### src/rtl/ht_leak_pkg.sv
// Shared definitions for the HT_dynamic_key leakage channel: LFSR seed/width,
// receiver FSM states and the LFSR-to-mask bit mapping.
package ht_leak_pkg;

  localparam int LFSR_W = 20;
  localparam logic [LFSR_W-1:0] SEED_DEFAULT = 20'h3F364;

  typedef enum logic [1:0] {
    IDLE  = 2'd0,
    ACCUM = 2'd1,
    CHECK = 2'd2,
    DONE  = 2'd3
  } rx_state_e;

  // LFSR bit feeding each mask bit, mask[7] down to mask[0]
  localparam int MASK_SRC_7 = 13;
  localparam int MASK_SRC_6 = 14;
  localparam int MASK_SRC_5 = 15;
  localparam int MASK_SRC_4 = 16;
  localparam int MASK_SRC_3 = 17;
  localparam int MASK_SRC_2 = 18;
  localparam int MASK_SRC_1 = 19;
  localparam int MASK_SRC_0 = 0;

  function automatic logic [7:0] lfsr_to_mask(input logic [LFSR_W-1:0] s);
    return {s[MASK_SRC_7], s[MASK_SRC_6], s[MASK_SRC_5], s[MASK_SRC_4],
            s[MASK_SRC_3], s[MASK_SRC_2], s[MASK_SRC_1], s[MASK_SRC_0]};
  endfunction

  function automatic logic [LFSR_W-1:0] lfsr_step(input logic [LFSR_W-1:0] s);
    return {s[0], s[19:17], s[16] ^ s[3], s[15], s[14] ^ s[5], s[13],
            s[12] ^ s[7], s[11:1]};
  endfunction

endpackage

### src/rtl/ht_lfsr_mask_gen.sv
// Free-running MOLES LFSR with 8-bit mask tap-out; shared by the trojan
// transmitter and the leakage receiver so both sides stay in lockstep.
module ht_lfsr_mask_gen
  import ht_leak_pkg::*;
#(
  parameter logic [LFSR_W-1:0] SEED = SEED_DEFAULT
) (
  input  logic       clk,
  input  logic       rst,
  output logic [7:0] mask
);

  logic [LFSR_W-1:0] lfsr_q;
  logic [LFSR_W-1:0] lfsr_d;

  always_comb begin
    lfsr_d = lfsr_step(lfsr_q);
  end

  always_ff @(posedge clk) begin
    if (!rst) begin
      lfsr_q <= SEED;
    end else begin
      lfsr_q <= lfsr_d;
    end
  end

  assign mask = lfsr_to_mask(lfsr_q);

endmodule

### src/rtl/ht_key_leak_rx.sv
// Leakage receiver: unmasks the leaked key stream, confirms a candidate over
// CONFIRM matching samples and reports each new key once on a valid/ready port.
// Optional HT_RX_MISMATCH_CNT_EN adds a saturating candidate-mismatch counter.
module ht_key_leak_rx
  import ht_leak_pkg::*;
#(
  parameter int                CONFIRM = 4,
  parameter logic [LFSR_W-1:0] SEED    = SEED_DEFAULT
) (
  input  logic         clk,
  input  logic         rst,
  input  logic         in_valid,
  input  logic [127:0] in_data,
  output logic         key_valid,
  input  logic         key_ready,
  output logic [127:0] key_out,
  output logic         locked
`ifdef HT_RX_MISMATCH_CNT_EN
  ,
  output logic [15:0]  mismatch_cnt
`endif
);

  localparam logic [7:0] CONFIRM_C = 8'(CONFIRM);

  logic [7:0]   mask;
  logic [7:0]   mask_dly_q, mask_dly_d;
  logic [127:0] plain;

  rx_state_e    state_q, state_d;
  logic [7:0]   cnt_q, cnt_d;
  logic [127:0] cand_q, cand_d;
  logic [127:0] key_out_q, key_out_d;
  logic         key_valid_q, key_valid_d;
  logic         locked_q, locked_d;
  logic         have_last_q, have_last_d;
  logic         mismatch_evt;

  ht_lfsr_mask_gen #(
    .SEED (SEED)
  ) u_mask_gen (
    .clk  (clk),
    .rst  (rst),
    .mask (mask)
  );

  // Transmitter registers its masked output, so its sample lags the mask by one cycle
  assign mask_dly_d = mask;
  assign plain      = in_data ^ {16{mask_dly_q}};

  always_comb begin
    state_d      = state_q;
    cnt_d        = cnt_q;
    cand_d       = cand_q;
    key_out_d    = key_out_q;
    key_valid_d  = key_valid_q;
    locked_d     = locked_q;
    have_last_d  = have_last_q;
    mismatch_evt = 1'b0;

    unique case (state_q)
      IDLE: begin
        if (in_valid) begin
          cand_d  = plain;
          cnt_d   = 8'd1;
          state_d = (CONFIRM_C == 8'd1) ? CHECK : ACCUM;
        end
      end
      ACCUM: begin
        if (in_valid) begin
          if (plain == cand_q) begin
            cnt_d = cnt_q + 8'd1;
            if (cnt_q + 8'd1 == CONFIRM_C) begin
              state_d = CHECK;
            end
          end else begin
            cand_d       = plain;
            cnt_d        = 8'd1;
            mismatch_evt = 1'b1;
          end
        end
      end
      CHECK: begin
        locked_d = 1'b1;
        if (have_last_q && (cand_q == key_out_q)) begin
          state_d = IDLE;
        end else begin
          key_out_d   = cand_q;
          key_valid_d = 1'b1;
          have_last_d = 1'b1;
          state_d     = DONE;
        end
      end
      DONE: begin
        if (key_ready) begin
          key_valid_d = 1'b0;
          state_d     = IDLE;
        end
      end
      default: state_d = IDLE;
    endcase
  end

  always_ff @(posedge clk) begin
    if (!rst) begin
      mask_dly_q  <= '0;
      state_q     <= IDLE;
      cnt_q       <= '0;
      cand_q      <= '0;
      key_out_q   <= '0;
      key_valid_q <= 1'b0;
      locked_q    <= 1'b0;
      have_last_q <= 1'b0;
    end else begin
      mask_dly_q  <= mask_dly_d;
      state_q     <= state_d;
      cnt_q       <= cnt_d;
      cand_q      <= cand_d;
      key_out_q   <= key_out_d;
      key_valid_q <= key_valid_d;
      locked_q    <= locked_d;
      have_last_q <= have_last_d;
    end
  end

  assign key_valid = key_valid_q;
  assign key_out   = key_out_q;
  assign locked    = locked_q;

`ifdef HT_RX_MISMATCH_CNT_EN
  logic [15:0] mismatch_cnt_q, mismatch_cnt_d;

  always_comb begin
    mismatch_cnt_d = mismatch_cnt_q;
    if (mismatch_evt && (mismatch_cnt_q != 16'hFFFF)) begin
      mismatch_cnt_d = mismatch_cnt_q + 16'd1;
    end
  end

  always_ff @(posedge clk) begin
    if (!rst) begin
      mismatch_cnt_q <= '0;
    end else begin
      mismatch_cnt_q <= mismatch_cnt_d;
    end
  end

  assign mismatch_cnt = mismatch_cnt_q;
`else
  logic unused_mismatch;
  assign unused_mismatch = mismatch_evt;
`endif

endmodule

### config.mk
export PLATFORM = sky130hd
export DESIGN_NAME = ht_key_leak_rx
export DESIGN_NICKNAME = d
export VERILOG_FILES = /design/src/rtl/ht_leak_pkg.sv /design/src/rtl/ht_lfsr_mask_gen.sv /design/src/rtl/ht_key_leak_rx.sv
export SDC_FILE = /design/constraint.sdc
export NUM_CORES = 1
export LEC_CHECK = 0
export CAP_MARGIN = 20
export CORE_MARGIN = 10
export CORE_UTILIZATION = 58
export DETAILED_ROUTE_END_ITERATION = 16
export PLACE_DENSITY_LB_ADDON = 0.1
export SLEW_MARGIN = 20
export SYNTH_ARGS = -nofsm -noshare
export SYNTH_HDL_FRONTEND = slang
export SYNTH_SLANG_ARGS = --single-unit
### constraint.sdc
create_clock -name clk -period 5.8 [get_ports clk]
set_input_delay 0.87 -clock clk [delete_from_list [all_inputs] [get_ports clk]]
set_output_delay 0.87 -clock clk [all_outputs]
set_load 0.1 [all_outputs]
After elaboration in Yosys (flattened, before gate mapping). Cells that the tools add are included.

Output and inout bits: 130. Input port bits: 132. Bits in registers: 297. Logic and storage cells: 55.

Bitwise operators: 5. Eq/ne operators: 13. Multiplexer cells: 18. Add/subtract/negate cells: 1. Reductions and logical operators: 9.

Operators with widths (number): 2-to-1 mux 128 bit (3); == test 128 bit (2); case mux 128 bit (2 select lines) (1); bitwise XOR 128 bit (1); 2-to-1 mux 8 bit (3); case mux 8 bit (2 select lines) (1); inequality test 2 bit, second input constant (7); 2-to-1 mux 2 bit (6); adder 8 x 1 -> 8 bit, second input constant (1); == test 8 x 3 -> 1 bit, second input constant (1); case mux 2 bit (4 select lines) (1); AND reduction 3 bit (2); AND reduction 5 bit (1); == test 2 bit, second input constant (2); AND reduction 4 bit (1); nonzero test 2 bit (2); bitwise XOR 1 bit (3); == test 2 x 1 -> 1 bit, second input constant (1); logical NOT 2 bit (1); 2-to-1 mux 1 bit (2); case mux 1 bit (2 select lines) (1); AND reduction 2 bit (1); logical AND 1 bit (1); NOT 1 bit (1).

Depth between registers and ports, before layout.
Depth in word-level cells: 6. Mapped depth: 11. Gate-level depth less buffers: 8.

Cells and area by module. A second synthesis with hierarchy kept.

Cell total of the unflattened synthesis: 1660. Area, all modules: 15197.1 um^2.

By module, submodules not included: ht_key_leak_rx (instances 1, area each 14577.7 um^2, cells an instance 1607, sequential area each 5545.3 um^2); ht_lfsr_mask_gen (instances 1, area each 619.3 um^2, cells an instance 53, sequential area each 400.4 um^2).

Least setup slack after synthesis. No wires, ideal clock.

Kind: register -> register. Start: register key_out_q[122] (netlist: key_out[122]). End: register key_out_q[113] (netlist: key_out[113]). Path buffers: 2. Library setup time: 128 ps. Setup slack: 2645 ps. Data required time: 5672 ps. Clock period less this slack: 3155 ps. Cell stages (with the launch flop): 11. Data arrival time: 3027 ps. Cell sequence: dfxtp_1 -> inv_1 -> a2111o_1 -> nor4_1 -> nand4_1 -> nor4_1 -> nor2b_1 -> buf_2 -> buf_1 -> mux2i_1 -> nor2_1.

Word-level cells in the longest chain between the ends: 4.

Ends and longest elaborated chain: from (decl) (line ht_key_leak_rx.sv:33) `logic [127:0] key_out_q, key_out_d;`; from (signal assigned) (line ht_key_leak_rx.sv:119) `key_out_q <= key_out_d;`; == test 128 bit (line ht_key_leak_rx.sv:85) `if (have_last_q && (cand_q == key_out_q)) begin`; logical AND 1 bit (line ht_key_leak_rx.sv:85); NOT 1 bit (no line); AND reduction 2 bit (no line).

Every way passes these cells. A chain may end at the register's enable or synchronous reset.

Worst setup path in the final report.
Start: register mask_dly_q[6]. End: register cand_q[17].

Word-level cells in the longest chain between the ends: 4.

Ends and longest elaborated chain: from (decl) (line ht_key_leak_rx.sv:27) `logic [7:0] mask_dly_q, mask_dly_d;`; from (signal assigned) (line ht_key_leak_rx.sv:115) `mask_dly_q <= mask_dly_d;`; bitwise XOR 128 bit (line ht_key_leak_rx.sv:49) `assign plain = in_data ^ {16{mask_dly_q}};`; == test 128 bit (line ht_key_leak_rx.sv:71) `if (plain == cand_q) begin`; inequality test 2 bit (no line); AND reduction 4 bit (no line); to (signal assigned) (line ht_key_leak_rx.sv:118) `cand_q <= cand_d;`; to (decl) (line ht_key_leak_rx.sv:32) `logic [127:0] cand_q, cand_d;`.

Every way passes these cells.

==> metrics <==
Final Setup Violations=0; DR vias/cell=5.76; final hold vios=0; core area=26300 um2; CTS buffer count=31; RSZ-0062 raised after global routing=false; worst skew pair latency=0.56 ns; setup repair bufs after CTS=0; Post-Layout Cell Count=2290; Stages on worst setup path=11; Worst R2R End=cand_q[17]$_SDFFE_PN0P_; hold_buf cts=0; worst slack at placement=1.35 ns; Overflow after GRT=0; Max Freq=221 MHz; initial antenna violation count=3; post-synthesis cell type count=50; crit path max fanout=72; FF-to-FF Start=mask_dly_q[6]$_SDFF_PN0_; layout cells sized above 1=3.64%; most used cell, CP=buf_4; CP delay by family, top=simple AND/OR/NAND/NOR gates; period utilisation layout=77.9%; routed length per instance=22.5 um; Final Slew Violations=0; P_leak=0.00790 uW; Hold WS=0.395 ns; CTS root buffer=clkbuf_16; vias in the first global route=12800; drt first-iter violations=1500; post-layout min period=4.52 ns; Critical Path AT=5.00 ns; clk buf depth=3; GRT Total Usage=29.2%; pin count of the biggest net entering global routing=115; worst-margin pin slew=1.12 ns; Num Clock Sinks=295; CTS tree=done; relative slew slack=25.6%; syn_area_per_cell=9.07 um2; Ys Warns=0; Worst setup SP type=flop; crit path cell chain=buf_4 > xor2_1 > xnor2_1 > nand4_1 > nor4_1 > and4_1 > nor3b_2 > buf_4 > nand2b_4 > buf_12 > mux2i_1; Mapped Area=15600 um2; clk slew on worst S/H paths=0.06 ns; Seq/Total Area, Yosys=37.9%; count of nets after finishing=2062; Area Overhead vs Synth=23.6%; ANT nets after route=0; skew final=0.0152 ns; cts repair resizes=0; Net Sw Frac=31.5%; #FFs+latches synth=295; Synthesized Nets=1851; clock power share=35.9%; Sum Neg Setup Slack=0 ns; Die ar.=33800 um2; Worst Path Required=6.28 ns; Core Rows=59; number of max-cap violations=0; first-pass GRT wire length=76.8 mm; Final Core Density=73.3%; Post-synth EDFFs=0; maximum VDD drop=0.000215 V; Worst setup startpoint=mask_dly_q[6]$_SDFF_PN0_; Initial Utilization=59.3%; Worst setup EP type=flop; htree depth=1; Worst Setup EP=cand_q[17]$_SDFFE_PN0P_; final worst slack=1.28 ns; Comb pwr share=21.6%; Detail Placement HPWL=38.2 mm; worst path bufs/invs=3; final RePlAce weighted congestion=0.911; kind of critical path=flop to flop; switching power=1700 uW; PD cells=281 nW/um2; P_int=3710 uW; hold depth=1; outcome=completed; Reg2Reg Setup Slack=1.28 ns; CP peak stage delay=0.88 ns; register share of total power=42.5%; asr flop ratio synth=0%; r2r worst-path depth=11; HP Class=flop to flop; routed vias=13200; Cells after Synth=1717; Critical-path top delay cell=dfxtp_1; die span in x=184 um; die height=184 um; placed insts=2230; Post-Route WL=51.5 mm; Primary FF master, synth=dfxtp_1; total iterations of the first detailed-routing run=5; port bufs=261; Ports=262; DRC viols=0
[registers in the layout, indices dropped and copies added, names as in the netlist]
register / count
key_out: 128
mask_dly_q: 8
key_valid: 1
cand_q: 128
locked: 1
have_last_q: 1
state_q: 2
cnt_q: 8
u_mask_gen.lfsr_q: 18
[cell usage after synthesis (2+ instances only)]
cell type	n	area, um2
xnor3_1	2	45.0
a2111o_1	4	45.0
mux2i_1	244	2440
and2_1	14	87.6
nor4_1	34	213
dfxtp_1	295	5910
buf_6	4	45.0
o22ai_1	23	144
o21ai_0	13	65.1
xnor2_1	140	1230
nand3b_1	2	15.0
nand2_1	245	920
nand3_1	19	95.1
nand4_1	31	194
inv_1	24	90.1
and4_1	3	26.3
nor2_1	145	544
nand2b_1	18	113
and3_1	33	206
buf_2	8	40.0
a31oi_1	2	12.5
ha_1	2	25.0
a21oi_1	2	10.0
o31ai_1	6	45.0
buf_8	9	135
xor2_1	225	1970
nor2b_1	15	93.8
o211a_1	7	70.1
a2bb2oi_1	8	70.1
o211ai_1	7	52.6
nor3_1	36	180
clkbuf_1	63	236
buf_1	17	63.8
[kinds of logic after synthesis]
group,count (synthesis),share of synthesized area [%]
AO/OA/AOI/OAI,83,3.94
XOR/XNOR,367,20.8
adder cells (fa/ha/maj),2,0.161
buffers and inverters,126,3.97
flip-flops,295,37.9
multiplexers,244,15.7
AND/OR/NAND/NOR,600,17.5
[worst min-delay path by stage]
stage	slack, ns	endpoint	startpoint
detailed placement	0.39	u_mask_gen.lfsr_q[8]$_SDFF_PN1_	u_mask_gen.lfsr_q[9]$_SDFF_PN1_
finish	0.40	u_mask_gen.lfsr_q[8]$_SDFF_PN1_	u_mask_gen.lfsr_q[9]$_SDFF_PN1_
floorplan	0.39	u_mask_gen.lfsr_q[5]$_SDFF_PN1_	u_mask_gen.lfsr_q[6]$_SDFF_PN1_
global route	0.42	u_mask_gen.lfsr_q[5]$_SDFF_PN1_	u_mask_gen.lfsr_q[6]$_SDFF_PN1_
global placement	0.39	u_mask_gen.lfsr_q[8]$_SDFF_PN1_	u_mask_gen.lfsr_q[9]$_SDFF_PN1_
CTS	0.40	u_mask_gen.lfsr_q[8]$_SDFF_PN1_	u_mask_gen.lfsr_q[9]$_SDFF_PN1_
[layout by cell type, fill, tap and decap left out, types with 33 or more instances in the layout]
| cell | instances |
|---|---|
| mux2i_1 | 244 |
| xnor2_1 | 140 |
| dfxtp_1 | 295 |
| nor2_1 | 145 |
| and3_1 | 33 |
| nor4_1 | 34 |
| xor2_1 | 225 |
| nor3_1 | 36 |
| clkdlybuf4s50_1 | 260 |
| nand2_1 | 245 |
[worst register-to-register path, stage by stage, from the launching register on]
cell and delay [ns]:
dfxtp_1 0.88, buf_4 0.42, xor2_1 0.16, xnor2_1 0.47
nand4_1 0.26, nor4_1 0.44, and4_1 0.30, nor3b_2 0.17
buf_4 0.31, nand2b_4 0.25, buf_12 0.40, mux2i_1 0.39
[metal layers]
| layer | vias to the layer above | track usage (%) | part of all wire [%] |
|---|---|---|---|
| met5 | - | 0 | 0 |
| li1 | 6174 | - | - |
| met3 | 105 | 7.35 | 9.5 |
| met4 | 0 | 12.5 | 4.3 |
| met1 | 6343 | 37.3 | 42 |
| met2 | 566 | 46.0 | 45 |
[power groups by stage]
stage | logic (uW) | clock network (uW) | registers, uW
floorplan | 642 | 0 | 2430
global placement | 1130 | 0 | 2330
detailed placement | 1150 | 0 | 2340
CTS | 1160 | 1950 | 2300
global route | 1240 | 2020 | 2310
finish | 1170 | 1940 | 2300
[metrics by stage]
stage | total power, uW | area (um2)
5_1_grt | 5570 | 19200
4_1_cts | 5400 | 19200
6_report | 5410 | 19300
3_5_place_dp | 3490 | 18300
2_1_floorplan | 3080 | 15600
3_3_place_gp | 3460 | 18300
[layout make-up]
| cell class | count | area, um2 |
|---|---|---|
| Multi-Input combinational cell | 1296 | 9070 |
| Fill cell | 1966 | 7030 |
| Sequential cell | 295 | 5910 |
| Timing Repair Buffer | 280 | 2780 |
| Clock buffer | 47 | 896 |
| Tap cell | 335 | 419 |
| Inverter | 24 | 92.6 |
| Clock inverter | 10 | 77.6 |
| Antenna cell | 3 | 7.51 |
Power figures use the tool's default switching activity.
